**src/rtl/artec_dma_pkg.sv**
```systemverilog
// Shared types for the DMA datapath: settings, beat info, the upsizer word slice
// and its FSM state, plus class-scoped parametrised typedefs.
package artec_dma_pkg;

  localparam int unsigned PKG_FB_NUM = 4;
  localparam int unsigned FNUM_W     = (PKG_FB_NUM > 1) ? $clog2(PKG_FB_NUM) : 1;

  typedef struct packed {
    logic              eof;
    logic [FNUM_W-1:0] fnum;
  } info_t;

  typedef struct packed {
    logic clear;
  } common_settings_t;

  typedef struct packed {
    common_settings_t common;
  } settings_t;

  typedef enum logic {
    UPSZ_FILL   = 1'b0,
    UPSZ_CLOSED = 1'b1
  } upsz_state_e;

  // Counter wide enough to hold 0..MAX_VALUE inclusive.
  virtual class cnt_cl #(parameter int unsigned MAX_VALUE = 1);
    typedef logic [$clog2(MAX_VALUE + 1)-1:0] cnt_t;
  endclass

  virtual class upsz_cl #(parameter int unsigned DATA_W = 256, parameter int unsigned LANES = 8);
    typedef struct packed {
      logic [DATA_W-1:0] data;
      logic [LANES-1:0]  mask;
      info_t             info;
    } upsz_slice_t;
  endclass

endpackage

```
**src/rtl/artec_vr_reg.sv**
```systemverilog
// One-entry valid/ready register: accepts a new entry whenever it is empty or
// being drained in the same cycle, so a full pipeline runs without bubbles.
module artec_vr_reg #(
  parameter int unsigned WIDTH = 8
) (
  input  logic             clk,
  input  logic             rst,
  input  logic             in_valid,
  output logic             in_ready,
  input  logic [WIDTH-1:0] in_data,
  output logic             out_valid,
  input  logic             out_ready,
  output logic [WIDTH-1:0] out_data
);

  logic             valid_q;
  logic             valid_d;
  logic [WIDTH-1:0] data_q;
  logic [WIDTH-1:0] data_d;

  assign in_ready  = !valid_q || out_ready;
  assign out_valid = valid_q;
  assign out_data  = data_q;

  always_comb begin
    valid_d = valid_q;
    data_d  = data_q;
    if (in_valid && in_ready) begin
      valid_d = 1'b1;
      data_d  = in_data;
    end else if (out_ready) begin
      valid_d = 1'b0;
    end
  end

  always_ff @(posedge clk) begin
    if (rst) begin
      valid_q <= 1'b0;
      data_q  <= '0;
    end else begin
      valid_q <= valid_d;
      data_q  <= data_d;
    end
  end

endmodule

```
**src/rtl/artec_dma_upsizer.sv**
```systemverilog
// Packs narrow stream beats into wide lane words (beat k -> lane k) and hands
// each completed or flushed word to a one-entry output register.
module artec_dma_upsizer
  import artec_dma_pkg::*;
#(
  parameter int unsigned INPUT_WIDTH   = 32,
  parameter int unsigned OUTPUT_WIDTH  = 256,
  parameter int unsigned FLUSH_TIMEOUT = 0
) (
  input  logic                                clk,
  input  logic                                rst,
  input  settings_t                           settings_i,
  input  logic [INPUT_WIDTH-1:0]              axis_i_tdata,
  input  info_t                               axis_i_tuser,
  input  logic                                axis_i_tvalid,
  output logic                                axis_i_tready,
  output logic [OUTPUT_WIDTH-1:0]             stream_o_data,
  output logic [OUTPUT_WIDTH/INPUT_WIDTH-1:0] stream_o_mask,
  output info_t                               stream_o_info,
  output logic                                stream_o_valid,
  input  logic                                stream_o_ready,
  output logic [FNUM_W-1:0]                   frame_num_o,
  output logic                                busy_o
);

  localparam int unsigned LANES = OUTPUT_WIDTH / INPUT_WIDTH;
  localparam int unsigned TMO_W = (FLUSH_TIMEOUT > 0) ? $clog2(FLUSH_TIMEOUT + 1) : 1;

  typedef cnt_cl#(.MAX_VALUE(LANES))::cnt_t lane_cnt_t;
  typedef upsz_cl#(.DATA_W(OUTPUT_WIDTH), .LANES(LANES))::upsz_slice_t slice_t;

  if ((OUTPUT_WIDTH < INPUT_WIDTH) || ((OUTPUT_WIDTH % INPUT_WIDTH) != 0)) begin : g_bad_width
    $error("artec_dma_upsizer: OUTPUT_WIDTH must be a positive multiple of INPUT_WIDTH");
  end

  upsz_state_e       state_q;
  upsz_state_e       state_d;
  lane_cnt_t         lane_q;
  lane_cnt_t         lane_d;
  logic [TMO_W-1:0]  tmo_q;
  logic [TMO_W-1:0]  tmo_d;
  slice_t            acc_q;
  slice_t            acc_d;

  logic              srst;
  logic              accept;
  logic [LANES-1:0]  beat_lane;
  logic [OUTPUT_WIDTH-1:0] beat_data;
  slice_t            merged;
  logic              last_lane;
  logic              tmo_hit;
  logic              close;
  logic              push;
  slice_t            push_word;
  logic              out_in_ready;
  logic              out_valid;
  slice_t            out_word;

  // Soft clear is treated exactly like reset for every flop in the block.
  assign srst          = rst | settings_i.common.clear;
  assign axis_i_tready = (state_q == UPSZ_FILL);
  assign accept        = axis_i_tvalid & axis_i_tready;

  for (genvar gi = 0; gi < LANES; gi++) begin : g_lane
    assign beat_lane[gi] = accept && (lane_q == lane_cnt_t'(gi));
    assign beat_data[gi*INPUT_WIDTH +: INPUT_WIDTH] = beat_lane[gi] ? axis_i_tdata : '0;
  end

  always_comb begin
    merged      = acc_q;
    merged.data = acc_q.data | beat_data;
    merged.mask = acc_q.mask | beat_lane;
    merged.info = accept ? axis_i_tuser : acc_q.info;
  end

  assign last_lane = (lane_q == lane_cnt_t'(LANES - 1));
  // A timeout flush only fires on an idle cycle, so it keeps the last beat's info.
  assign tmo_hit   = (FLUSH_TIMEOUT != 0) && !accept && (lane_q != '0) &&
                     (tmo_q == TMO_W'(FLUSH_TIMEOUT - 1));
  assign close     = (state_q == UPSZ_FILL) &&
                     ((accept && (last_lane || axis_i_tuser.eof)) || tmo_hit);

  always_comb begin
    state_d   = state_q;
    lane_d    = lane_q;
    tmo_d     = tmo_q;
    acc_d     = acc_q;
    push      = 1'b0;
    push_word = merged;
    case (state_q)
      UPSZ_FILL: begin
        if (accept) begin
          tmo_d = '0;
        end else if ((FLUSH_TIMEOUT != 0) && (lane_q != '0)) begin
          tmo_d = tmo_q + TMO_W'(1);
        end
        if (close) begin
          lane_d = '0;
          tmo_d  = '0;
          if (out_in_ready) begin
            push  = 1'b1;
            acc_d = '0;
          end else begin
            acc_d   = merged;
            state_d = UPSZ_CLOSED;
          end
        end else if (accept) begin
          acc_d  = merged;
          lane_d = lane_q + lane_cnt_t'(1);
        end
      end
      UPSZ_CLOSED: begin
        push_word = acc_q;
        if (out_in_ready) begin
          push    = 1'b1;
          acc_d   = '0;
          state_d = UPSZ_FILL;
        end
      end
      default: begin
        state_d = UPSZ_FILL;
      end
    endcase
  end

  always_ff @(posedge clk) begin
    if (srst) begin
      state_q <= UPSZ_FILL;
      lane_q  <= '0;
      tmo_q   <= '0;
      acc_q   <= '0;
    end else begin
      state_q <= state_d;
      lane_q  <= lane_d;
      tmo_q   <= tmo_d;
      acc_q   <= acc_d;
    end
  end

  artec_vr_reg #(
    .WIDTH ($bits(slice_t))
  ) u_out_reg (
    .clk       (clk),
    .rst       (srst),
    .in_valid  (push),
    .in_ready  (out_in_ready),
    .in_data   (push_word),
    .out_valid (out_valid),
    .out_ready (stream_o_ready),
    .out_data  (out_word)
  );

  assign stream_o_valid = out_valid;
  assign stream_o_data  = out_word.data;
  assign stream_o_mask  = out_word.mask;
  assign stream_o_info  = out_word.info;
  assign frame_num_o    = out_word.info.fnum;
  assign busy_o         = (lane_q != '0) || (state_q == UPSZ_CLOSED) || out_valid;

endmodule

```
**config.mk**
```make
export PLATFORM = sky130hd
export DESIGN_NAME = artec_dma_upsizer
export DESIGN_NICKNAME = d
export VERILOG_FILES = /design/src/rtl/artec_dma_pkg.sv /design/src/rtl/artec_vr_reg.sv /design/src/rtl/artec_dma_upsizer.sv
export SDC_FILE = /design/constraint.sdc
export NUM_CORES = 1
export LEC_CHECK = 0
export BUFFER_PORTS_ARGS = -buffer_cell sky130_fd_sc_hd__buf_2
export CORE_MARGIN = 5
export CORE_UTILIZATION = 56
export CTS_CLUSTER_DIAMETER = 200
export DETAILED_ROUTE_END_ITERATION = 8
export PLACE_DENSITY = 0.78
export SETUP_SLACK_MARGIN = 0.1
export SKIP_LAST_GASP = 1
export SYNTH_ARGS = -nofsm -noshare
export SYNTH_HDL_FRONTEND = slang
export SYNTH_SLANG_ARGS = --single-unit
```
**constraint.sdc**
```tcl
create_clock -name clk -period 2.5 [get_ports clk]
set_input_delay 0.5 -clock clk [delete_from_list [all_inputs] [get_ports clk]]
set_output_delay 0.5 -clock clk [all_outputs]
set_load 0.005 [all_outputs]
```
# After elaboration in Yosys (flattened, before gate mapping)
# Index checks and enable logic that the tools add are counted.
[op_classes]
addsub = 1
n_eq_ne = 9
mux = 25
n_bitwise = 5
reduce_logical = 22
[op_table]
columns = ["op", "n"]
rows = [
  ["267-bit two-way mux", 5],
  ["267-bit case mux with 2 select lines", 1],
  ["32-bit two-way mux", 8],
  ["256-bit bitwise OR", 1],
  ["4-bit by 3-bit equality test with 1-bit output, second input constant", 4],
  ["1-bit logical AND", 11],
  ["4-bit by 2-bit equality test with 1-bit output, second input constant", 2],
  ["4-bit two-way mux", 2],
  ["8-bit bitwise OR", 1],
  ["1-bit two-way mux", 6],
  ["4-bit by 1-bit adder with 4-bit output, second input constant", 1],
  ["4-bit by 1-bit equality test with 1-bit output, second input constant", 1],
  ["4-bit logical NOT", 1],
  ["1-bit logical OR", 4],
  ["1-bit case mux with 2 select lines", 2],
  ["2-bit AND reduction", 2],
  ["2-bit nonzero test", 2],
  ["4-bit nonzero test", 1],
  ["3-bit two-way mux", 1],
  ["3-bit by 1-bit != test with 1-bit output, second input constant", 1],
  ["2-bit by 1-bit != test with 1-bit output, second input constant", 1],
  ["1-bit bitwise AND", 1],
  ["1-bit logical NOT", 1],
  ["1-bit NOT", 1],
  ["1-bit bitwise OR", 1],
]
[word_totals]
register_bits = 540
inputBits = 40
wordCells = 70

# Longest topological paths before layout
[depth]
word_depth = 8
ltp_mapped = 8

# By module
# From an unflattened synthesis, not the netlist that was laid out.
[hier_totals]
hier_cells = 2484
hier_area_um2 = 21793.4
[by_module_without_submodules]
columns = ["module", "n_inst", "cells_per_inst", "area_per_inst_um2", "seq_area_each_um2"]
rows = [
  ["artec_vr_reg", 1, 1222, 11681.2, 5365.1],
  ["artec_dma_upsizer", 1, 1262, 10112.2, 5445.2],
]

# Least setup slack after synthesis
# Ideal clock, no wire load.
[synth_path]
kind = "input to register"
from = "input port axis_i_tuser[2] (netlist bit)"
to = "register acc_q[258] (netlist bit)"
setup_time_ps = 70
arrival_ps = 1884
required_time_ps = 2430
path_slack_ps = 546
path_stages = 7
cell_sequence = "clkbuf_1 or4_4 o211ai_4 buf_4 buf_2 nand2_1 o21ai_1"
[synth_via]
elab_chain_len = 5
word_cells_on_any_way = 7
[synth_lines]
columns = ["element", "line_no", "text"]
rows = [
  ["start: declaration", "artec_dma_upsizer.sv:14", "input info_t axis_i_tuser,"],
  ["1-bit logical OR (*)", "artec_dma_upsizer.sv:81", "((accept && (last_lane || axis_i_tuser.eof)) || tmo_hit);"],
  ["1-bit logical AND (*)", "artec_dma_upsizer.sv:81", ""],
  ["1-bit logical AND (*)", "artec_dma_upsizer.sv:80", "assign close = (state_q == UPSZ_FILL) &&"],
  ["267-bit two-way mux or 3-bit by 1-bit != test with 1-bit output (tied branches)", "--", ""],
  ["267-bit case mux with 2 select lines or 2-bit AND reduction (tied branches)", "--", ""],
  ["end signal: assignment", "artec_dma_upsizer.sv:131", "acc_q <= '0;"],
  ["end signal: assignment", "artec_dma_upsizer.sv:136", "acc_q <= acc_d;"],
  ["end: declaration", "artec_dma_upsizer.sv:42", "slice_t acc_q;"],
]
# Every way passes the cells marked *; elsewhere a longest branch is shown, timed or not.
# A chain may end at the register's enable or synchronous reset.

# Worst setup path after layout
[layout_path]
from = "register lane_q[0] (netlist bit)"
to = "output port busy_o"
[layout_via]
elab_chain_len = 3
[layout_lines]
columns = ["element", "line_no", "text"]
rows = [
  ["start: declaration", "artec_dma_upsizer.sv:38", "lane_cnt_t lane_q;"],
  ["start signal: assignment", "artec_dma_upsizer.sv:134", "lane_q <= lane_d;"],
  ["4-bit nonzero test", "artec_dma_upsizer.sv:158", "assign busy_o = (lane_q != '0) || (state_q == UPSZ_CLOSED) || out_valid;"],
  ["1-bit logical OR (2 in a row)", "artec_dma_upsizer.sv:158", ""],
  ["end: declaration", "artec_dma_upsizer.sv:23", "output logic busy_o"],
]
# No other way between the ends.

==> flow_metrics.tcl <==
set metrics [dict create \
    outcome "completed" \
    clock_skew_ns 0.0107 \
    max_cap_violations 0 \
    design.final.nets 2406 \
    synthesis.instances 2157 \
    cellPowerDensity_nw_per_um2 790 \
    overflow 0 \
    maxClockFrequency_ghz 0.461 \
    path_max_fanout 6 \
    critPathRequiredTime_ns 2.00 \
    final.min_clock_period_ns 2.17 \
    gp_routability_congestion 0.835 \
    crit-reg2reg-launch "lane_q[0]" \
    first_pass_iters 7 \
    dominantRegCellSynth "dfxtp_1" \
    wire_per_inst_um 20.6 \
    synth_top_cell_by_area "dfxtp_1" \
    wirelength_routed_mm 58.5 \
    r2r.worst_path.cells 7 \
    combinationalPowerShare_pct 7.1 \
    detail_route.vias_per_cell 6.00 \
    worst_setup_path_start_kind "flop" \
    synth.area.top_cells "dfxtp_1 57%, a211oi_1 10%, nor3_1 7.2%" \
    pwr-share-seq_pct 49.3 \
    worst_slack_ns 0.329 \
    clk_path_buf_depth 3 \
    synth.yosys.seq_area_share_pct 56.8 \
    netlist_area_before_placement_um2 19000 \
    critical_path_arrival_ns 1.67 \
    final_layout_size_suffix_gt1_share_pct 19.7 \
    ys_ff_latch 540 \
    async_flop_share_pct 0 \
    drtAntennaViolNets 0 \
    grt_first_pass_wirelength_mm 91.8 \
    swShare_pct 23.6 \
    intPower_mw 13.7 \
    reg2reg_slack_ns 0.36 \
    share_of_the_clock_period_used_by_the_worst_path_pct 86.9 \
    cts_inserted_buffers 52 \
    synth_enable_flop_cells 0 \
    setup.worst_path.end "busy_o" \
    post_cts_resized 0 \
    htree_depth 2 \
    worst_min_delay_path_class "input port to flop" \
    final_max_slew_viol_count 0 \
    most_common_library_cell_in_the_layout_ignoring_fill_and_taps "dfxtp_1" \
    pre_cts_slack_ns 0.251 \
    crit-reg2reg-capture "acc_q[28]" \
    ioPinCount 312 \
    antenna-diode-count 0 \
    synth.top_cell.area_share_pct 56.8 \
    worst_setup_path_start "lane_q[0]" \
    rows 67 \
    start_util_pct 56.8 \
    vias_in_the_first_global_route 16400 \
    antenna_violations_before_repair 0 \
    layout-area-overhead-vs-synth_pct 19.5 \
    leak_pwr_nw 8.68 \
    drt_drc_violations_left 0 \
    io_buffers 311 \
    avgSynthCellArea_um2 8.83 \
    setup_repair_after_global_routing_missed_its_margin "no" \
    vdd.ir_drop.worst_uv 606 \
    net-switching-power_mw 4.24 \
    placeableCoreArea_um2 33500 \
    final.fill_count 2617 \
    worstMarginPinSlew_ns 0.864 \
    top_library_cells_by_usage_in_the_layout_fill_and_taps_aside "540 x dfxtp_1, 311 x buf_2, 277 x nor2_1" \
    clk_latency_ns 0.58 \
    fp.dieArea_um2 37800 \
    dieWidth_um 194 \
    total_nets_after_synthesis 2201 \
    clock-root-buffer "clkbuf_16" \
    clock_power_share_pct 43.6 \
    path_class "flop to output port" \
    setup_total_negative_slack_ns 0 \
    synth_warn 0 \
    cts_tree "done" \
    route.vias.total 17100 \
    final_count_of_negative_setup_slack_endpoints 0 \
    clk_pin_slew_ns 0.06 \
    holdBufCountCts 0 \
    detailedRoute.firstIterationViolations 1465 \
    timing.max_slew.rel_slack_pct 42.4 \
    critPathCaptureType "output port" \
    grt_max_degree 115 \
    die_h_um 194 \
    final_hold_viol_count 0 \
    hpwl_mm 37.5 \
    grt.total_usage_pct 29.5 \
    cts_post_setup_buffers_inserted 0 \
    count_of_unique_library_cells_instantiated_by_yosys 43 \
    numClockSinks 540 \
]
[through the flow]
| stage | util (%) | power (mW) | area (um^2) | std cells | hold slack [ns] |
|---|---|---|---|---|---|
| after global placement | 62.8 | 10.3 | 21000 | 2756 | 0.434 |
| after global routing | 67.8 | 18.5 | 22700 | 2847 | 0.219 |
| after detailed placement | 62.8 | 10.3 | 21000 | 2756 | 0.443 |
| final | 67.8 | 18.0 | 22700 | 2847 | 0.197 |
| after CTS | 67.8 | 18.0 | 22700 | 2847 | 0.172 |
| after floorplan | - | 9.80 | 19000 | 2157 | 0.426 |
[cell usage after synthesis (2+ instances only)]
library cell  count
o21ai_0         139
a32o_1           32
buf_4             4
nand2b_1          2
nor3_1          274
a211oi_1        257
nor2_1          278
nand2_1         268
o21a_1            5
clkbuf_1        122
buf_2            84
a21oi_1           8
nor2b_1           2
and2_1            6
ha_1              4
dfxtp_1         540
nand3_1           4
mux2i_1           3
buf_1             9
o21ai_1          88
a311oi_1          2
a32oi_1           3
inv_1             3
[state kept, by name, indices dropped and copies added (netlist names)]
register,flops
acc_q,267
u_out_reg.out_data,267
lane_q,4
state_q,1
u_out_reg.out_valid,1
[per-layer routing]
layer  wire [um]  track usage (%)  up-vias
li1            -                -     7987
met2       26800             46.4      843
met1       24500             40.6     8138
met3        5360             6.13      124
met5           0                0        -
met4        1930             10.5        0
[critical path: stages, from the launching register on]
cell	delay (ns)
dfxtp_1	0.43
inv_1	0.10
ha_1	0.30
nand3_1	0.13
buf_2	0.13
[worst min path at each step]
| stage | slack, ns | startpoint | cells after the start | to |
|---|---|---|---|---|
| floorplan | 0.43 | acc_q[69] | 2 | acc_q[69] |
| CTS | 0.17 | axis_i_tuser[1] | 3 | acc_q[1] |
| global route | 0.22 | axis_i_tuser[1] | 3 | acc_q[1] |
| global placement | 0.43 | acc_q[183] | 2 | acc_q[183] |
| detailed placement | 0.44 | acc_q[243] | 2 | acc_q[243] |
| finish | 0.20 | axis_i_tuser[1] | 3 | acc_q[1] |
[cell type report]
cell class	count	area [um^2]	area share [%]
flip-flops and latches	540	10800	47.5
clock buffers	73	1480	6.51
clock inverters	18	223	0.979
multi-input cells	1395	7350	32.3
inverters	3	11.3	0.0495
well taps	448	561	2.46
repair buffers	370	2310	10.2
[kinds of logic (layout without fill, tap and decap cells)]
logic type / after synthesis / in the layout / share of synthesized area [%]
compound gates: 540 / 540 / 18.7
simple gates: 848 / 848 / 19.1
mux: 3 / 3 / 0.158
flops: 540 / 540 / 56.8
fa+ha+maj: 4 / 4 / 0.263
buf+inv: 222 / 464 / 5.01
[power groups by stage]
| stage | clock, mW | combinational (mW) | sequential [mW] |
|---|---|---|---|
| 3_5_place_dp | 0 | 1.26 | 9.04 |
| 3_3_place_gp | 0 | 1.24 | 9.04 |
| 4_1_cts | 7.89 | 1.27 | 8.85 |
| 5_1_grt | 8.29 | 1.39 | 8.86 |
| 2_1_floorplan | 0 | 0.774 | 9.03 |
| 6_report | 7.83 | 1.28 | 8.86 |
(Power assumes the default switching activity.)
